===== src/rtl/pulse_sequencer_pkg.sv =====
// Shared constants for the pulse sequencer: opcodes, FSM state encodings,
// error codes and a state-classification helper.
package pulse_sequencer_pkg;

  localparam int unsigned BramDataWidth = 64;

  // Opcodes, instr[63:58]
  localparam logic [5:0] OpNop        = 6'h00;
  localparam logic [5:0] OpDec        = 6'h01;
  localparam logic [5:0] OpInc        = 6'h02;
  localparam logic [5:0] OpLd         = 6'h03;
  localparam logic [5:0] OpTxOffset   = 6'h08;
  localparam logic [5:0] OpGradOffset = 6'h09;
  localparam logic [5:0] OpJnz        = 6'h10;
  localparam logic [5:0] OpJ          = 6'h17;
  localparam logic [5:0] OpCall       = 6'h18;
  localparam logic [5:0] OpRet        = 6'h19;
  localparam logic [5:0] OpPd         = 6'h1C;
  localparam logic [5:0] OpHalt       = 6'h1F;

  // FSM state encodings
  localparam logic [2:0] StIdle   = 3'd0;
  localparam logic [2:0] StFetch  = 3'd1;
  localparam logic [2:0] StW1     = 3'd2;
  localparam logic [2:0] StW2     = 3'd3;
  localparam logic [2:0] StExec   = 3'd4;
  localparam logic [2:0] StDelay  = 3'd5;
  localparam logic [2:0] StHalted = 3'd6;
  localparam logic [2:0] StError  = 3'd7;

  // err_code values
  localparam logic [1:0] ErrNone      = 2'd0;
  localparam logic [1:0] ErrIllegalOp = 2'd1;
  localparam logic [1:0] ErrOverflow  = 2'd2;
  localparam logic [1:0] ErrUnderflow = 2'd3;

  function automatic logic is_run_state(input logic [2:0] st);
    return !(st == StIdle || st == StHalted || st == StError);
  endfunction

endpackage


===== src/rtl/pulse_sequencer_if.sv =====
// Instruction-memory port A bundle between the sequencer (master) and a
// BRAM with two-cycle read latency (slave).
//   bram_porta_clk    : port clock, driven by the sequencer
//   bram_porta_rst    : active-high port reset, driven by the sequencer
//   bram_porta_addr   : word fetch address
//   bram_porta_rddata : 64-bit instruction word
interface pulse_sequencer_if #(
  parameter int unsigned BRAM_ADDR_WIDTH = 10
);
  import pulse_sequencer_pkg::*;

  logic                       bram_porta_clk;
  logic                       bram_porta_rst;
  logic [BRAM_ADDR_WIDTH-1:0] bram_porta_addr;
  logic [BramDataWidth-1:0]   bram_porta_rddata;

  modport master (
    output bram_porta_clk,
    output bram_porta_rst,
    output bram_porta_addr,
    input  bram_porta_rddata
  );

  modport slave (
    input  bram_porta_clk,
    input  bram_porta_rst,
    input  bram_porta_addr,
    output bram_porta_rddata
  );

endinterface


===== src/rtl/seq_call_stack.sv =====
// Return-address stack for CALL/RET.
//   clk_i, rst_ni : clock, asynchronous active-low reset
//   clear_i       : synchronous flush (stack pointer to zero)
//   push_i/pop_i  : ignored when full/empty respectively
//   push_data_i   : value pushed
//   top_o         : most recently pushed entry (valid when !empty_o)
//   full_o/empty_o: occupancy flags
module seq_call_stack #(
  parameter int unsigned STACK_DEPTH = 8,
  parameter int unsigned DATA_WIDTH  = 10
) (
  input  logic                  clk_i,
  input  logic                  rst_ni,
  input  logic                  clear_i,
  input  logic                  push_i,
  input  logic                  pop_i,
  input  logic [DATA_WIDTH-1:0] push_data_i,
  output logic [DATA_WIDTH-1:0] top_o,
  output logic                  full_o,
  output logic                  empty_o
);

  localparam int unsigned PtrW = $clog2(STACK_DEPTH + 1);
  localparam int unsigned IdxW = $clog2(STACK_DEPTH);

  logic [DATA_WIDTH-1:0] mem_q [STACK_DEPTH];
  logic [PtrW-1:0]       sp_q, sp_d;
  logic [IdxW-1:0]       wr_idx, rd_idx;

  // sp-1 stays below 2**IdxW, so wrapping in the narrow index is exact.
  assign wr_idx  = sp_q[IdxW-1:0];
  assign rd_idx  = wr_idx - IdxW'(1);
  assign full_o  = (sp_q == PtrW'(STACK_DEPTH));
  assign empty_o = (sp_q == '0);
  assign top_o   = mem_q[rd_idx];

  always_comb begin
    sp_d = sp_q;
    if (clear_i) begin
      sp_d = '0;
    end else if (push_i && !full_o) begin
      sp_d = sp_q + PtrW'(1);
    end else if (pop_i && !empty_o) begin
      sp_d = sp_q - PtrW'(1);
    end
  end

  always_ff @(posedge clk_i or negedge rst_ni) begin
    if (!rst_ni) begin
      sp_q <= '0;
    end else begin
      sp_q <= sp_d;
    end
  end

  always_ff @(posedge clk_i) begin
    if (push_i && !full_o && !clear_i) begin
      mem_q[wr_idx] <= push_data_i;
    end
  end

endmodule


===== src/rtl/pulse_sequencer.sv =====
// Programmable pulse sequencer. Fetches 64-bit instructions from a BRAM
// (two-cycle read latency), runs counter/branch/call/pulse-delay opcodes.
//   S_AXI_ACLK, S_AXI_ARESETN : clock, asynchronous active-low reset
//   cfg                       : run enable; low returns to IDLE and flushes pc/stack/pulse/err
//   bram                      : instruction memory port (master side)
//   pc                        : zero-extended program counter
//   pulse                     : pulse channels, set by PD
//   tx_offset, grad_offset    : offsets set by TXOFFSET/GRADOFFSET
//   running, halted, err      : status; err_code gives the error cause
module pulse_sequencer
  import pulse_sequencer_pkg::*;
#(
  parameter int unsigned BRAM_ADDR_WIDTH = 10,
  parameter int unsigned PULSE_WIDTH     = 32,
  parameter int unsigned STACK_DEPTH     = 8,
  parameter int unsigned BRAM_DATA_WIDTH = 64
) (
  input  logic                   S_AXI_ACLK,
  input  logic                   S_AXI_ARESETN,
  input  logic                   cfg,
  pulse_sequencer_if.master      bram,
  output logic [31:0]            pc,
  output logic [PULSE_WIDTH-1:0] pulse,
  output logic [15:0]            tx_offset,
  output logic [15:0]            grad_offset,
  output logic                   running,
  output logic                   halted,
  output logic                   err,
  output logic [1:0]             err_code
);

  logic [2:0]                 state_q, state_d;
  logic [BRAM_ADDR_WIDTH-1:0] pc_q, pc_d, pc_inc;
  logic [BRAM_DATA_WIDTH-1:0] instr_q, instr_d;
  logic [3:0][31:0]           cnt_q, cnt_d;
  logic [31:0]                dly_q, dly_d;
  logic [PULSE_WIDTH-1:0]     pulse_q, pulse_d;
  logic [15:0]                tx_q, tx_d, grad_q, grad_d;
  logic [1:0]                 err_code_q, err_code_d;

  logic                       stk_push, stk_pop, stk_clear, stk_full, stk_empty;
  logic [BRAM_ADDR_WIDTH-1:0] stk_top;

  logic [5:0]                 op;
  logic [1:0]                 r;
  logic                       unused_bits;

  assign op          = instr_q[63:58];
  assign r           = instr_q[57:56];
  assign pc_inc      = pc_q + BRAM_ADDR_WIDTH'(1);
  assign unused_bits = ^instr_q[55:32];

  seq_call_stack #(
    .STACK_DEPTH (STACK_DEPTH),
    .DATA_WIDTH  (BRAM_ADDR_WIDTH)
  ) u_call_stack (
    .clk_i       (S_AXI_ACLK),
    .rst_ni      (S_AXI_ARESETN),
    .clear_i     (stk_clear),
    .push_i      (stk_push),
    .pop_i       (stk_pop),
    .push_data_i (pc_inc),
    .top_o       (stk_top),
    .full_o      (stk_full),
    .empty_o     (stk_empty)
  );

  always_comb begin
    state_d    = state_q;
    pc_d       = pc_q;
    instr_d    = instr_q;
    cnt_d      = cnt_q;
    dly_d      = dly_q;
    pulse_d    = pulse_q;
    tx_d       = tx_q;
    grad_d     = grad_q;
    err_code_d = err_code_q;
    stk_push   = 1'b0;
    stk_pop    = 1'b0;
    stk_clear  = 1'b0;

    if (!cfg) begin
      // Counters and offsets deliberately survive a stop/start.
      state_d    = StIdle;
      pc_d       = '0;
      pulse_d    = '0;
      err_code_d = ErrNone;
      stk_clear  = 1'b1;
    end else begin
      case (state_q)
        StIdle:  state_d = StFetch;
        StFetch: state_d = StW1;
        StW1:    state_d = StW2;
        StW2: begin
          instr_d = bram.bram_porta_rddata;
          state_d = StExec;
        end
        StExec: begin
          state_d = StFetch;
          pc_d    = pc_inc;
          case (op)
            OpNop:        ;
            OpDec:        cnt_d[r] = cnt_q[r] - 32'd1;
            OpInc:        cnt_d[r] = cnt_q[r] + 32'd1;
            OpLd:         cnt_d[r] = instr_q[31:0];
            OpTxOffset:   tx_d = instr_q[15:0];
            OpGradOffset: grad_d = instr_q[15:0];
            OpJnz: begin
              if (cnt_q[r] != 32'd0) pc_d = instr_q[BRAM_ADDR_WIDTH-1:0];
            end
            OpJ:          pc_d = instr_q[BRAM_ADDR_WIDTH-1:0];
            OpCall: begin
              if (stk_full) begin
                state_d    = StError;
                err_code_d = ErrOverflow;
                pc_d       = pc_q;
              end else begin
                stk_push = 1'b1;
                pc_d     = instr_q[BRAM_ADDR_WIDTH-1:0];
              end
            end
            OpRet: begin
              if (stk_empty) begin
                state_d    = StError;
                err_code_d = ErrUnderflow;
                pc_d       = pc_q;
              end else begin
                stk_pop = 1'b1;
                pc_d    = stk_top;
              end
            end
            OpPd: begin
              pulse_d = instr_q[PULSE_WIDTH-1:0];
              // Counter preloads Cr-1 so DELAY lasts exactly Cr cycles.
              if (cnt_q[r] != 32'd0) begin
                state_d = StDelay;
                dly_d   = cnt_q[r] - 32'd1;
              end
            end
            OpHalt: begin
              state_d = StHalted;
              pc_d    = pc_q;
            end
            default: begin
              state_d    = StError;
              err_code_d = ErrIllegalOp;
              pc_d       = pc_q;
            end
          endcase
        end
        StDelay: begin
          if (dly_q == 32'd0) state_d = StFetch;
          else                dly_d   = dly_q - 32'd1;
        end
        StHalted, StError: ;
        default: state_d = StIdle;
      endcase
    end
  end

  always_ff @(posedge S_AXI_ACLK or negedge S_AXI_ARESETN) begin
    if (!S_AXI_ARESETN) begin
      state_q    <= StIdle;
      pc_q       <= '0;
      instr_q    <= '0;
      cnt_q      <= '0;
      dly_q      <= '0;
      pulse_q    <= '0;
      tx_q       <= '0;
      grad_q     <= '0;
      err_code_q <= ErrNone;
    end else begin
      state_q    <= state_d;
      pc_q       <= pc_d;
      instr_q    <= instr_d;
      cnt_q      <= cnt_d;
      dly_q      <= dly_d;
      pulse_q    <= pulse_d;
      tx_q       <= tx_d;
      grad_q     <= grad_d;
      err_code_q <= err_code_d;
    end
  end

  // pc only changes at the end of EXEC, so it is stable across FETCH/W1.
  assign bram.bram_porta_clk  = S_AXI_ACLK;
  assign bram.bram_porta_rst  = ~S_AXI_ARESETN;
  assign bram.bram_porta_addr = pc_q;

  assign pc          = 32'(pc_q);
  assign pulse       = pulse_q;
  assign tx_offset   = tx_q;
  assign grad_offset = grad_q;
  assign running     = is_run_state(state_q);
  assign halted      = (state_q == StHalted);
  assign err         = (state_q == StError);
  assign err_code    = err_code_q;

endmodule


===== src/flat_wrapper.sv =====
// flat-port wrapper written by rule: the top's interface ports become plain ports
module pulse_sequencer_flat import pulse_sequencer_pkg::*;
#(
  parameter int unsigned BRAM_ADDR_WIDTH = 10,
  parameter int unsigned PULSE_WIDTH     = 32,
  parameter int unsigned STACK_DEPTH     = 8,
  parameter int unsigned BRAM_DATA_WIDTH = 64
)
  (S_AXI_ACLK, S_AXI_ARESETN, cfg, pc, pulse, tx_offset, grad_offset, running, halted, err, err_code, bram_bram_porta_clk, bram_bram_porta_rst, bram_bram_porta_addr, bram_bram_porta_rddata);
  pulse_sequencer_if #(.BRAM_ADDR_WIDTH(BRAM_ADDR_WIDTH)) bram_i ();
  input  logic S_AXI_ACLK;
  input  logic S_AXI_ARESETN;
  input  logic cfg;
  output logic [31:0] pc;
  output logic [PULSE_WIDTH-1:0] pulse;
  output logic [15:0] tx_offset;
  output logic [15:0] grad_offset;
  output logic running;
  output logic halted;
  output logic err;
  output logic [1:0] err_code;
  output wire logic [$bits(bram_i.bram_porta_clk)-1:0] bram_bram_porta_clk;
  output wire logic [$bits(bram_i.bram_porta_rst)-1:0] bram_bram_porta_rst;
  output wire logic [$bits(bram_i.bram_porta_addr)-1:0] bram_bram_porta_addr;
  input wire logic [$bits(bram_i.bram_porta_rddata)-1:0] bram_bram_porta_rddata;
  assign bram_bram_porta_clk = bram_i.bram_porta_clk;
  assign bram_bram_porta_rst = bram_i.bram_porta_rst;
  assign bram_bram_porta_addr = bram_i.bram_porta_addr;
  assign bram_i.bram_porta_rddata = bram_bram_porta_rddata;
  pulse_sequencer #(.BRAM_ADDR_WIDTH(BRAM_ADDR_WIDTH), .PULSE_WIDTH(PULSE_WIDTH), .STACK_DEPTH(STACK_DEPTH), .BRAM_DATA_WIDTH(BRAM_DATA_WIDTH)) u_core (.S_AXI_ACLK(S_AXI_ACLK), .S_AXI_ARESETN(S_AXI_ARESETN), .cfg(cfg), .bram(bram_i), .pc(pc), .pulse(pulse), .tx_offset(tx_offset), .grad_offset(grad_offset), .running(running), .halted(halted), .err(err), .err_code(err_code));
endmodule

===== config.mk =====
export PLATFORM = sky130hd
export DESIGN_NAME = pulse_sequencer_flat
export DESIGN_NICKNAME = d
export VERILOG_FILES = /design/src/rtl/pulse_sequencer_pkg.sv /design/src/rtl/pulse_sequencer_if.sv /design/src/rtl/seq_call_stack.sv /design/src/rtl/pulse_sequencer.sv /design/src/flat_wrapper.sv
export SDC_FILE = /design/constraint.sdc
export NUM_CORES = 1
export LEC_CHECK = 0
export CAP_MARGIN = 20
export CORE_MARGIN = 4
export CORE_UTILIZATION = 65
export CTS_CLUSTER_SIZE = 40
export DETAILED_ROUTE_END_ITERATION = 10
export DONT_BUFFER_PORTS = 1
export PLACE_DENSITY = 0.81
export SLEW_MARGIN = 20
export SYNTH_ARGS = -nofsm -noshare
export SYNTH_HDL_FRONTEND = slang
export SYNTH_HIERARCHICAL = 1
export SYNTH_SLANG_ARGS = --single-unit

===== constraint.sdc =====
create_clock -name S_AXI_ACLK -period 4.5 [get_ports S_AXI_ACLK]
set_input_delay 0 -clock S_AXI_ACLK [delete_from_list [all_inputs] [get_ports S_AXI_ACLK]]
set_output_delay 0 -clock S_AXI_ACLK [all_outputs]
set_load 0.01 [all_outputs]

; Word-level counts from Yosys, hierarchy flattened
; Memories as Yosys holds them, arrays and structs flattened.
; Index checks and enable logic that the tools add are counted.
; W data, S select, Z words.
[totals]
register_bits = 307
latch_bits = 0
mem_bits_rw = 80
romBits = 0
output_inout_bits = 113
wordCells = 131
mem_count = 1
[mem_list]
columns = memory, words, width, read_ports, rd_ports_with_merged_regs, write_ports, line_no
row1 = u_core.u_call_stack.mem_q, 8, 10, 1, 0, 1, seq_call_stack.sv:26  ; logic [DATA_WIDTH-1:0] mem_q [STACK_DEPTH];
[classes]
addsub = 7
mul = 0
div_mod_pow = 0
magnitude_cmp = 2
n_eq_ne = 33
shifts = 0
muxes = 46
bitwise_logic = 1
reduce_logical = 28
[op_table]
columns = op, n
row1 = $bwmux W128, 3
row2 = $pmux W128 S3, 1
row3 = $mux W32, 8
row4 = $bmux W32 S2, 1
row5 = $demux W32 S2, 1
row6 = $pmux W32 S2, 1
row7 = $sub A32 B1 Y32 const B, 2
row8 = $mux W10, 5
row9 = $pmux W10 S5, 1
row10 = $eq A6 B5 Y1 const B, 6
row11 = $add A32 B1 Y32 const B, 1
row12 = $logic_not A32 Y1, 1
row13 = $reduce_bool A32 Y1, 1
row14 = $pmux W3 S6, 1
row15 = $mux W3, 5
row16 = $pmux W3 S5, 1
row17 = $eq A3 B3 Y1 const B, 4
row18 = $eq A6 B2 Y1 const B, 2
row19 = $eq A6 B4 Y1 const B, 2
row20 = $mux W4, 3
row21 = $ne A3 B3 Y1 const B, 4
row22 = $add A10 B1 Y10 const B, 1
row23 = $mux W1, 10
row24 = $reduce_or A10 Y1, 1
row25 = other kinds (32), 51

; Logic depth before layout (Yosys ltp)
[depth]
ltp_word = 9
ltp_mapped = 16
mapped_depth_nobuf = 13

; Hierarchy
; Netlist, hierarchy kept.
[by_module_without_submodules]
columns = mod, instances, cells_per_inst, area_each_um2, seq_area_each_um2
row1 = pulse_sequencer, 1, 1789, 16397.0, 6981.7
row2 = seq_call_stack, 1, 167, 3432.0, 2502.4

==> metrics <==
Peak Freq 235.5 MHz; most area-consuming cells after synthesis dfrtp_1 (36%), edfxtp_1 (12%), mux2_2 (6.0%); CP top delay family simple AND/OR/NAND/NOR gates; commonest non-fill, non-tap cell in the layout nand2_1; Static Leak 8.627 nW; FF-to-FF setup slack 0.25 ns; root buffer cell clkbuf_16; Setup violations, final 0; Mapped Cells 1956; die height 182.7 um; I/O pins 180; ys async rst share 0.7796; CP Depth 9; # hold bufs at CTS 42; antenna violations before repair 1; WS Path Type reg -> reg; Setup crit start kind register; #FFs+latches synth 363; Clock Path Buffers 3; Hold Crit Class in -> async; vias in the first global route 16400; Reg-to-Reg Start u_core/instr_q[56]; ys flop type dfrtp_1; chip width 182.7 um; placer congestion estimate 1.008; # clock sinks 363; CP max stage cell nor4_1; # rows 63; Final nets 2026; Crit path largest cell delay 0.70 ns; Worst Path Buf+Inv 1; mapped cell area 0.01983 mm^2; Tmin final 4.247 ns; area share of the largest cell type after synthesis 0.3571; CP Cell Sequence buf_12, mux4_2, nor4_2, nand4_2, nor4_1, nand2_1, xnor2_1, a221oi_1, o22ai_1; final WL 60890 um; failing checks hold timing; Seq/Total Area, Yosys 0.4783; most frequent cells in the layout nand2_1 (295), dfrtp_1 (282), a21oi_1 (191), nor2_1 (158), o21ai_0 (128); via count 16880; Max Slew Vio Count 0; power density cells 544.0 mW/mm^2; share of layout cells above drive strength 1 0.1483; unrepaired setup endpoints after global routing no; synthesized area per cell 10.14 um^2; Hold Vio Cnt, Final 283; Post-route DRC 0; largest net degree at the start of global routing 285; crit-path max FO 41; EDFF count, synth 80; first-pass GRT wire length 94270 um; clk_skew 0.01627 ns; total iterations of the first detailed-routing run 6; drt wl/cell 25.71 um; Worst Tran Pin Value 1.168 ns; Layout Area Growth over Synthesis 8.998%; initial core utilization 0.6637; Crit path required time 4.94 ns; Fin Hold WS -0.8450 ns; post-synth top area cell dfrtp_1; global route overflow 0; Worst R2R Path Depth 9; Worst slew margin 0.2183; CTS tree built; Die ar. 0.03336 mm^2; quantity of I/O buffers inserted on ports 0; Starting DRT DRC Count 2486; Worst Setup End Kind register; Total GRT Usage 0.3605; synth warn 6; synth unique cells 83; outcome finished with violations; antenna viol nets, final 0; core footprint 0.02987 mm^2; WP data arrival 4.69 ns; Max VDD drop 0.3318 mV; DR vias/cell 7.128; H-tree depth 2; total of max-cap violations 0; setup TNS 0 ns; Worst-path clk slew 0.07 ns; CTS Buf Count 38; Tcrit/Tclk final 0.9438; Clock Latency Late Sink 0.54 ns; DP Wirelength 39340 um
metal layers:
layer / GRT usage / vias to the layer above / share of wire / routed length (um)
met1: 0.4886 / 8140 / 0.36 / 22080
met5: 0 / - / 0 / 0
li1: - / 7115 / - / -
met3: 0.08571 / 324 / 0.13 / 7611
met2: 0.5534 / 1300 / 0.45 / 27650
met4: 0.1723 / 0 / 0.058 / 3542
area by class of cell:
cell class	count	area (um^2)
Inverter	30	112.6
Sequential cell	363	9485
Antenna cell	2	5.005
Clock inverter	15	141.4
Clock buffer	50	1016
Timing Repair Buffer	90	805.8
Fill cell	2025	8262
Tap cell	390	488.0
Multi-Input combinational cell	1428	9559
power breakdown:
group | internal (mW) | switching [mW] | leakage (nW) | total, mW
combinational | 1.58 | 2.83 | 3.64 | 4.41
clock | 1.67 | 1.33 | 0.562 | 2.99
sequential | 3.73 | 0.622 | 4.43 | 4.35
cells in the mapped netlist (all sizes together) (14+ instances only):
| master | instances |
|---|---|
| edfxtp | 80 |
| nor4 | 19 |
| dfrtp | 283 |
| nand3 | 36 |
| a21oi | 191 |
| mux2 | 110 |
| mux2i | 25 |
| xor2 | 30 |
| mux4 | 52 |
| xnor2 | 34 |
| clkbuf | 95 |
| o22a | 18 |
| o21ai | 131 |
| nand2 | 295 |
| buf | 61 |
| inv | 29 |
| nor3 | 32 |
| a211oi | 14 |
| o221ai | 32 |
| or3 | 16 |
| nor2 | 160 |
how the worst max path moves through the flow:
| stage | start | endpoint | slack [ns] |
|---|---|---|---|
| after floorplan | u_core/instr_q[56] | u_core/bram.bram_porta_addr[1] | 0.94 |
| after global placement | u_core/instr_q[56] | u_core/dly_q[29] | 0.51 |
| after detailed placement | u_core/instr_q[56] | register | 0.45 |
| after CTS | u_core/instr_q[56] | register | 0.43 |
| after global routing | u_core/instr_q[56] | register | 0.07 |
| final | u_core/instr_q[56] | register | 0.25 |
cell families (layout without fill, tap and decap cells):
logic type | Yosys count | in the layout | synth area share
simple gates | 637 | 637 | 0.1449
compound gates | 510 | 510 | 0.1622
flops | 363 | 363 | 0.4783
mux | 187 | 187 | 0.1355
buf+inv | 186 | 185 | 0.04493
xor+xnor | 64 | 64 | 0.02865
fa+ha+maj | 8 | 8 | 0.005426
other cells | 1 | 24 | 0.0001891
stage by stage:
stage	util	power, mW	area (um^2)	setup slack (ns)	instances
3_5_place_dp	0.6702	8.532	20020	0.4485	2258
3_3_place_gp	0.6702	8.417	20020	0.5083	2258
6_report	0.7235	11.76	21610	0.2529	2368
4_1_cts	0.7230	11.55	21600	0.4258	2365
5_1_grt	0.7233	12.20	21610	0.06956	2366
2_1_floorplan	-	7.237	19910	0.9384	1977
what timing repair did:
| action | CTS | global route |
|---|---|---|
| buffers inserted | 0 | 0 |
| resized for setup | 0 | 0 |
| endpoints found under the setup margin | 0 | 0 |
| endpoints found under the hold margin | 326 | 283 |
Note: power is estimated with default switching activity, not from simulation.
